### config.mk
export PLATFORM = sky130hd
export DESIGN_NAME = text_line_buffer
export DESIGN_NICKNAME = d
export VERILOG_FILES = /design/src/rtl/text_line_buffer.sv
export SDC_FILE = /design/constraint.sdc
export NUM_CORES = 1
export LEC_CHECK = 0
export CAP_MARGIN = 20
export CELL_PAD_IN_SITES_DETAIL_PLACEMENT = 0
export CELL_PAD_IN_SITES_GLOBAL_PLACEMENT = 1
export CORE_MARGIN = 5
export CORE_UTILIZATION = 29
export CTS_CLUSTER_SIZE = 20
export DETAILED_ROUTE_END_ITERATION = 12
export GPL_ROUTABILITY_DRIVEN = 0
export PLACE_DENSITY = 0.54
export SLEW_MARGIN = 20
export SYNTH_ARGS = -nofsm -noshare
export SYNTH_HDL_FRONTEND = slang
export SYNTH_SLANG_ARGS = --single-unit
### constraint.sdc
create_clock -name clk -period 10.4 [get_ports clk]
set_input_delay 2.08 -clock clk [delete_from_list [all_inputs] [get_ports clk]]
set_output_delay 2.08 -clock clk [all_outputs]
set_load 0.03 [all_outputs]
### src/rtl/text_line_buffer.sv
// Single-line character buffer with cursor editing and a registered display read port.
// Full-line advance scrolls left when TEXT_LINE_BUFFER_SCROLL_EN is defined, else it is refused.
module text_line_buffer #(
  parameter int DATA_WIDTH = 7,
  parameter int ADDR_WIDTH = 5,
  parameter int DEPTH      = 30,
  parameter int CHAR_MAX   = 69
) (
  input  logic                  clk,
  input  logic                  rst,
  input  logic                  key_up,
  input  logic                  key_down,
  input  logic                  back,
  input  logic                  enter,
  input  logic                  clear,
  input  logic [ADDR_WIDTH-1:0] rd_addr,
  output logic [DATA_WIDTH-1:0] rd_data,
  output logic [ADDR_WIDTH-1:0] cursor,
  output logic [DATA_WIDTH-1:0] cur_char,
  output logic                  full,
  output logic                  overflow,
  output logic [7:0]            scroll_cnt
);

  localparam logic [ADDR_WIDTH-1:0] LAST   = ADDR_WIDTH'(DEPTH - 1);
  localparam logic [ADDR_WIDTH:0]   DEPTH_W = (ADDR_WIDTH + 1)'(DEPTH);
  localparam logic [DATA_WIDTH-1:0] CMAX   = DATA_WIDTH'(CHAR_MAX);

  logic [DATA_WIDTH-1:0] ram [DEPTH];
  logic [ADDR_WIDTH-1:0] cursor_nxt;

  logic do_back, do_enter, do_up, do_down;
  logic advance, at_end, char_at_max, char_zero;

  // One command per cycle: clear > back > enter > key_up > key_down.
  assign do_back  = !clear && back;
  assign do_enter = !clear && !back && enter;
  assign do_up    = !clear && !back && !enter && key_up;
  assign do_down  = !clear && !back && !enter && !key_up && key_down;

  assign cur_char    = ram[cursor];
  assign char_at_max = (cur_char >= CMAX);
  assign char_zero   = (cur_char == '0);
  assign at_end      = (cursor == LAST);
  assign full        = at_end;
  assign cursor_nxt  = cursor + 1'b1;

  // key_up on a maxed cell turns into an advance instead of wrapping.
  assign advance = do_enter || (do_up && char_at_max);

  always_ff @(posedge clk or posedge rst) begin
    if (rst) begin
      for (int i = 0; i < DEPTH; i++) ram[i] <= '0;
    end else if (clear) begin
      for (int i = 0; i < DEPTH; i++) ram[i] <= '0;
    end else if (do_back) begin
      ram[cursor] <= '0;
    end else if (advance) begin
      if (!at_end) begin
        ram[cursor_nxt] <= '0;
      end else begin
`ifdef TEXT_LINE_BUFFER_SCROLL_EN
        for (int i = 0; i < DEPTH - 1; i++) ram[i] <= ram[i+1];
        ram[DEPTH-1] <= '0;
`endif
      end
    end else if (do_up) begin
      ram[cursor] <= cur_char + 1'b1;
    end else if (do_down && !char_zero) begin
      ram[cursor] <= cur_char - 1'b1;
    end
  end

  always_ff @(posedge clk or posedge rst) begin
    if (rst) begin
      cursor <= '0;
    end else if (clear) begin
      cursor <= '0;
    end else if (do_back) begin
      if (cursor != '0) cursor <= cursor - 1'b1;
    end else if (advance && !at_end) begin
      cursor <= cursor_nxt;
    end
  end

  always_ff @(posedge clk or posedge rst) begin
    if (rst) begin
      overflow <= 1'b0;
    end else begin
      overflow <= !clear && advance && at_end;
    end
  end

  // Read sees the array before this cycle's edit lands.
  always_ff @(posedge clk or posedge rst) begin
    if (rst) begin
      rd_data <= '0;
    end else if ({1'b0, rd_addr} < DEPTH_W) begin
      rd_data <= ram[rd_addr];
    end else begin
      rd_data <= '0;
    end
  end

`ifdef TEXT_LINE_BUFFER_SCROLL_EN
  always_ff @(posedge clk or posedge rst) begin
    if (rst) begin
      scroll_cnt <= '0;
    end else if (clear) begin
      scroll_cnt <= '0;
    end else if (advance && at_end && scroll_cnt != 8'hff) begin
      scroll_cnt <= scroll_cnt + 8'd1;
    end
  end
`else
  assign scroll_cnt = 8'd0;
`endif

endmodule

* After elaboration in Yosys (flattened, before gate mapping)
Index checks and enable logic that the tools add are counted.
Word-level totals: word-level logic and storage cells 104, bits in registers 223, input port bits 12
Cells by class: multiplexer cells 23, add/subtract/negate cells 4, order comparisons 7, reductions and logical operators 27, bitwise operators 7, equal/unequal tests 3
Operators by type and width (number):
- two-way mux 210 bit | 6
- AND 210 bit | 2
- bitwise mux 210 bit | 2
- inverter 210 bit | 2
- binary-select mux 7 bit (select 5 bit) | 2
- demux 7 bit (select 5 bit) | 2
- two-way mux 7 bit | 7
- two-way mux 5 bit | 4
- greater-or-equal comparator 6 bit, second input constant | 3
- inverter 5 -> 6 bit | 3
- logical AND 1 bit | 14
- less-than comparator 6 x 1 -> 1 bit, second input constant | 2
- nonzero test 5 bit | 2
- adder 7 x 1 -> 7 bit, second input constant | 1
- greater-or-equal comparator 7 bit, second input constant | 1
- zero test 7 bit | 1
- subtractor 7 x 1 -> 7 bit, second input constant | 1
- zero test 1 bit | 6
- adder 5 x 1 -> 5 bit, second input constant | 1
- equality test 5 bit, second input constant | 1
- less-than comparator 5 bit, second input constant | 1
- subtractor 5 x 1 -> 5 bit, second input constant | 1
- != test 4 bit, second input constant | 1
- AND reduction 2 bit | 2
- 3 further kinds | 3

* Depth between registers and ports, before layout
depth after elaboration 12, mapped depth 18

* Least setup slack after synthesis
Ideal clock, no wire load.
path kind input to register, from input rd_addr[0], to register rd_data[3], arrival time 4.580 ns, path slack 5.696 ns, setup time 0.125 ns, buffers on the path 3, stages 7, path through clkbuf_1 clkbuf_1 clkbuf_1 mux4_2 mux2i_1 o21ai_0 mux2_2
Between the ends: cells in the longest elaborated chain, start to end 5
Ends and longest elaborated chain:
- start: declaration | line 16 | input logic [ADDR_WIDTH-1:0] rd_addr,
- inverter 5 -> 6 bit (not written as such) | line 99 | rd_data <= ram[rd_addr];
- binary-select mux 7 bit (select 5 bit) | line 99
- two-way mux 7 bit (not written as such) (2 in a row) | line 99
- two-way mux 7 bit (*) | line 98 | end else if ({1'b0, rd_addr} < DEPTH_W) begin
- end signal: assignment | line 99
- end: declaration | line 17 | output logic [DATA_WIDTH-1:0] rd_data,
Every way passes the cells marked *; elsewhere a longest branch is shown, timed or not. The select of a mux whose other input is x is not followed. A chain may end at the register's enable or synchronous reset.

* Final worst setup path
from register cursor[1], to output cur_char[6]
Between the ends: cells in the longest elaborated chain, start to end 4
Ends and longest elaborated chain:
- start: declaration | line 18 | output logic [ADDR_WIDTH-1:0] cursor,
- start signal: assignment | line 80 | if (cursor != '0) cursor <= cursor - 1'b1;
- start signal: assignment | line 82 | cursor <= cursor_nxt;
- inverter 5 -> 6 bit (not written as such) | line 41 | assign cur_char = ram[cursor];
- binary-select mux 7 bit (select 5 bit) | line 41
- two-way mux 7 bit (not written as such) (2 in a row) | line 41
- end: declaration | line 19 | output logic [DATA_WIDTH-1:0] cur_char,
No other way between the ends. The select of a mux whose other input is x is not followed.

==> impl_summary.txt <==
----------------------------------------------------
[Synth]
  Post-synthesis share of cell area spent on full adders, half adders and majority gates ... less than 1%
  Mean area per synthesized cell ... ~9.1 µm²
  Synthesized-area fraction occupied by and/or/nand/nor cells ... 12.48%
  Most frequent cell after synthesis ... sky130_fd_sc_hd__dfrtp_1
  Count of flip-flops with a built-in enable after synthesis ... 0
  Synth Warn # ... 0
  Synthesized flop and latch total ... approximately 220
  Cells after synthesis ... between 1,500 and 2,000
  Fraction of the yosys area taken by sequential cells ... a little over a third
  Cell area after synthesis ... approximately 0.016 mm²
  Largest family of logic cells by synthesized area ... compound AO/OA/AOI/OAI gates
  Fraction of post-synthesis cell area in the top cell type by area ... a little over a third
  Cells taking the most area after synthesis ... sky130_fd_sc_hd__dfrtp_1 (36%), sky130_fd_sc_hd__mux4_2 (8.8%), sky130_fd_sc_hd__mux2i_1 (6.9%), sky130_fd_sc_hd__a21oi_1 (5.5%), sky130_fd_sc_hd__o21ai_0 (4.7%)
  Synthesized-area fraction occupied by ao, oa, aoi and oai cells ... a little over a quarter
  Post-synthesis xor/xnor area fraction ... less than 1%
  Cell accounting for the most synthesized area ... sky130_fd_sc_hd__dfrtp_1
  Post-synth cell types ... 88
  Multiplexer fraction of the synthesized cell area ... 16.44%
  Synth async-reset ratio ... 100.0%
  Flip-flop cell with the highest count after synthesis ... sky130_fd_sc_hd__dfrtp_1
  Synth cell count leaders ... sky130_fd_sc_hd__dfrtp_1 (223), sky130_fd_sc_hd__nand2_1 (172), sky130_fd_sc_hd__a21oi_1 (171)

[Critical path]
  Nature of the critical path startpoint ... flip-flop
  Critical path startpoint ... cursor[1]
  List of cells traversed by the critical path ... buf_4 -> mux2i_1 -> o22ai_1 -> nor4_1 -> nand3_1 -> clkdlybuf4s50_1
  Cell with the largest stage delay on the worst path ... sky130_fd_sc_hd__dfrtp_4
  Crit path max fanout ... between 50 and 60
  Worst Path Class, Setup ... flip-flop to output port
  Launching point of the worst reg2reg path ... cursor[1]
  Critical path data arrival time ... just over 5 ns
  Nature of the critical path endpoint ... output port
  Stage delay of the slowest cell on the critical path ... between 1 and 1.5 ns
  Required time at the worst-slack endpoint ... about 8.3 ns

[Power and ir drop]
  Worst supply voltage drop on vdd ... 0.4644 mV
  Static leakage power ... around 6.6 nW
  Power density cells ... 247.6 mW/mm²

[Drt]
  First-iteration detailed-routing DRC count ... between 2,000 and 2,500
  Via-per-instance ratio ... about 6.5
  Total DRC errors in the routed layout ... 0
  Total wirelength of the detailed-routed design ... roughly 82,000 µm
  Average wire per standard cell ... between 30 and 40 µm
  DR pass1 iterations ... 7
  Count of nets left with antenna violations after detail routing ... 0
  Total number of vias ... around 15,000

[Global routing]
  Final global-route overflow total ... 0
  Global Route met3 Usage ... roughly 5.5%
  Global route hottest layer ... met2
  Grt met1 use ... a little under two fifths
  First-pass GRT wire length ... about 120,000 µm
  Met2 Track Usage GR ... 40.75%
  Number of antenna violations at the first check in global routing ... 2
  Gr usage total ... 26.74%
  Pin count of the biggest net entering global routing ... about 120
  Vias in the first global route ... ~15,000

[Cells and area]
  Core Util, Final ... roughly 33%
  Area of combinational cells with multiple inputs ... 0.009079 mm²
  Sequential cell area in the final layout ... approximately 0.0056 mm²
  Net count, final ... about 1,700
  Synthesis-to-layout area growth ... 11.26%
  Post-route non-filler standard cell count ... roughly 2,400
  Number of filler cells placed in the layout ... about 5,500
  Layout cell share with drive strength beyond 1 ... 11.53%

[Floorplan]
  Number of top-level pins ... between 40 and 50
  Height of the die ... about 240 µm
  Total Die Area ... about 0.058 mm²
  Starting Density ... 29.42%
  Placement Rows ... 84
  Core Footprint ... ~0.053 mm²
  DIE WIDTH ... about 240 µm

[Clocking]
  Clk sink count ... approximately 220
  Resized Gates After CTS ... 0
  Cell chosen for the clock root ... sky130_fd_sc_hd__clkbuf_16
  Maximum level of the CTS H-tree ... 1
  Maximum number of buffers from clock root to sink ... 3
  Buffer count from post-CTS setup fixing ... 0
  CTS clk-pin slew, worst paths ... approximately 0.06 ns
  Num CTS Buffers ... 28
  Clock latency at the later pin of the worst-skew pair ... roughly 0.60 ns
  Hold-fix buffers at CTS ... 0
  Clock tree from TritonCTS ... built

[Placed design]
  Input/output buffers ... 32
  Cells after DPL ... 2,329
  Post-DP HPWL ... around 56,000 µm
  Setup WS pre-CTS ... 3.724 ns

[Timing]
  Crit share post-route ... 69.37%
  FMAX ... around 140 MHz
  Hold Violations, Final ... 0
  Pin slew with the least headroom to its limit ... roughly 1.2 ns
  Post-route worst setup slack ... about 3.2 ns
  Setup TNS after final layout ... 0 ns
  Number of max-slew violations in the final report ... 0
  Count of final setup violators ... 0
  Shortest clock period the worst path allows after layout ... 7.215 ns
  Setup repair after global routing missed its margin ... false
  Worst slew margin ... 17.88%
  Post-route clock skew ... approximately 0.033 ns

[Min path]
  Hold_sp ... cursor[2]
  Hold Path Class ... flip-flop to flip-flop

[Status]
  Outcome ... completed

[Flow run]
  Number of violations of the max-capacitance limit ... 0

----------------------------------------------------
[sequential cells by signal, indices dropped and copies added (netlist names)]
name and cells:
cursor 5, rd_data 7, ram 210, overflow 1
[path summary, 6_finish.rpt]
kind / endpoint / slack, ns / cells after the start
hold / removal: cursor[2] / 0.49 / 1
hold reg to reg: cursor[2] / 0.49 / 1
setup reg to reg: ram[205] / 3.74 / 14
setup / recovery: cur_char[6] / 3.19 / 6
max in group asynchronous: cursor[1] / 7.08 / 3
min in group asynchronous: ram[191] / 2.04 / 2
[layout make-up]
cell class / count / area share (%)
sequential: 223 / 32.27
tap: 688 / 4.975
multi-input combinational: 1285 / 52.47
clock inverter: 5 / 0.2097
inverter: 57 / 1.280
clock buffer: 45 / 4.939
timing repair buffer: 76 / 3.832
antenna: 2 / 0.02892
[placed cells by master, fill, tap and decap left out, types with 5 or more instances in the layout]
cell and count:
sky130_fd_sc_hd__a211oi_1 9, sky130_fd_sc_hd__a21o_1 24, sky130_fd_sc_hd__a21oi_1 171, sky130_fd_sc_hd__a221oi_1 7, sky130_fd_sc_hd__a22o_1 8, sky130_fd_sc_hd__a22oi_1 6, sky130_fd_sc_hd__a31oi_1 10, sky130_fd_sc_hd__a32o_1 18
sky130_fd_sc_hd__a32oi_1 10, sky130_fd_sc_hd__and2_1 12, sky130_fd_sc_hd__and3_1 7, sky130_fd_sc_hd__buf_4 43, sky130_fd_sc_hd__clkbuf_1 8, sky130_fd_sc_hd__clkbuf_16 28, sky130_fd_sc_hd__clkbuf_8 9, sky130_fd_sc_hd__clkdlybuf4s50_1 30
sky130_fd_sc_hd__conb_1 8, sky130_fd_sc_hd__dfrtp_1 222, sky130_fd_sc_hd__ha_1 11, sky130_fd_sc_hd__inv_1 55, sky130_fd_sc_hd__mux2_2 9, sky130_fd_sc_hd__mux2i_1 107, sky130_fd_sc_hd__mux4_2 61, sky130_fd_sc_hd__nand2_1 171
sky130_fd_sc_hd__nand3_1 39, sky130_fd_sc_hd__nor2_1 79, sky130_fd_sc_hd__nor2b_1 16, sky130_fd_sc_hd__nor3_1 13, sky130_fd_sc_hd__nor4_1 8, sky130_fd_sc_hd__o21ai_0 146, sky130_fd_sc_hd__o21ai_1 63, sky130_fd_sc_hd__o221ai_1 5
sky130_fd_sc_hd__o22ai_1 84, sky130_fd_sc_hd__o2bb2ai_1 56, sky130_fd_sc_hd__o31ai_1 20, sky130_fd_sc_hd__or3_1 6
[logic make-up (layout without fill, tap and decap cells)]
family                     Yosys count  in the layout
muxes                              178            178
DFF                                223            223
adders and majority gates           11             11
AOI/OAI and AO/OA                  676            676
and+or+nand+nor                    403            403
xor gates and xnor gates             9              9
buffers and inverters              207            183
other                                1             10
[metal layers]
layer	share of wire, %	wire, µm
met1	42	34060
met2	44	35670
met3	9.8	7988
met4	4.9	3963
met5	0	0
[where the power goes]
group	switching [mW]	internal [mW]	leakage (nW)
combinational	1.74	0.533	3.10
clock	0.430	0.557	0.442
sequential	0.100	0.926	3.09
[worst max-delay path, delay by kind of cell (launching register included)]
kind                   cells  cell delay [ns]
AOI/OAI and AO/OA          1             0.14
buffers and inverters      2             1.29
DFF                        1             1.04
muxes                      1             0.57
and+or+nand+nor            2             1.41
[metrics by stage]
stage / instance area [µm²] / hold WS (ns) / power [mW]
global route: 17300 / 0.5225 / 4.342
floorplan: 15580 / 0.4553 / 2.169
global placement: 16390 / 0.4681 / 3.207
finish: 17300 / 0.4938 / 4.285
detailed placement: 16410 / 0.4694 / 3.211
CTS: 17300 / 0.4845 / 4.196
(Power assumes the default switching activity.)
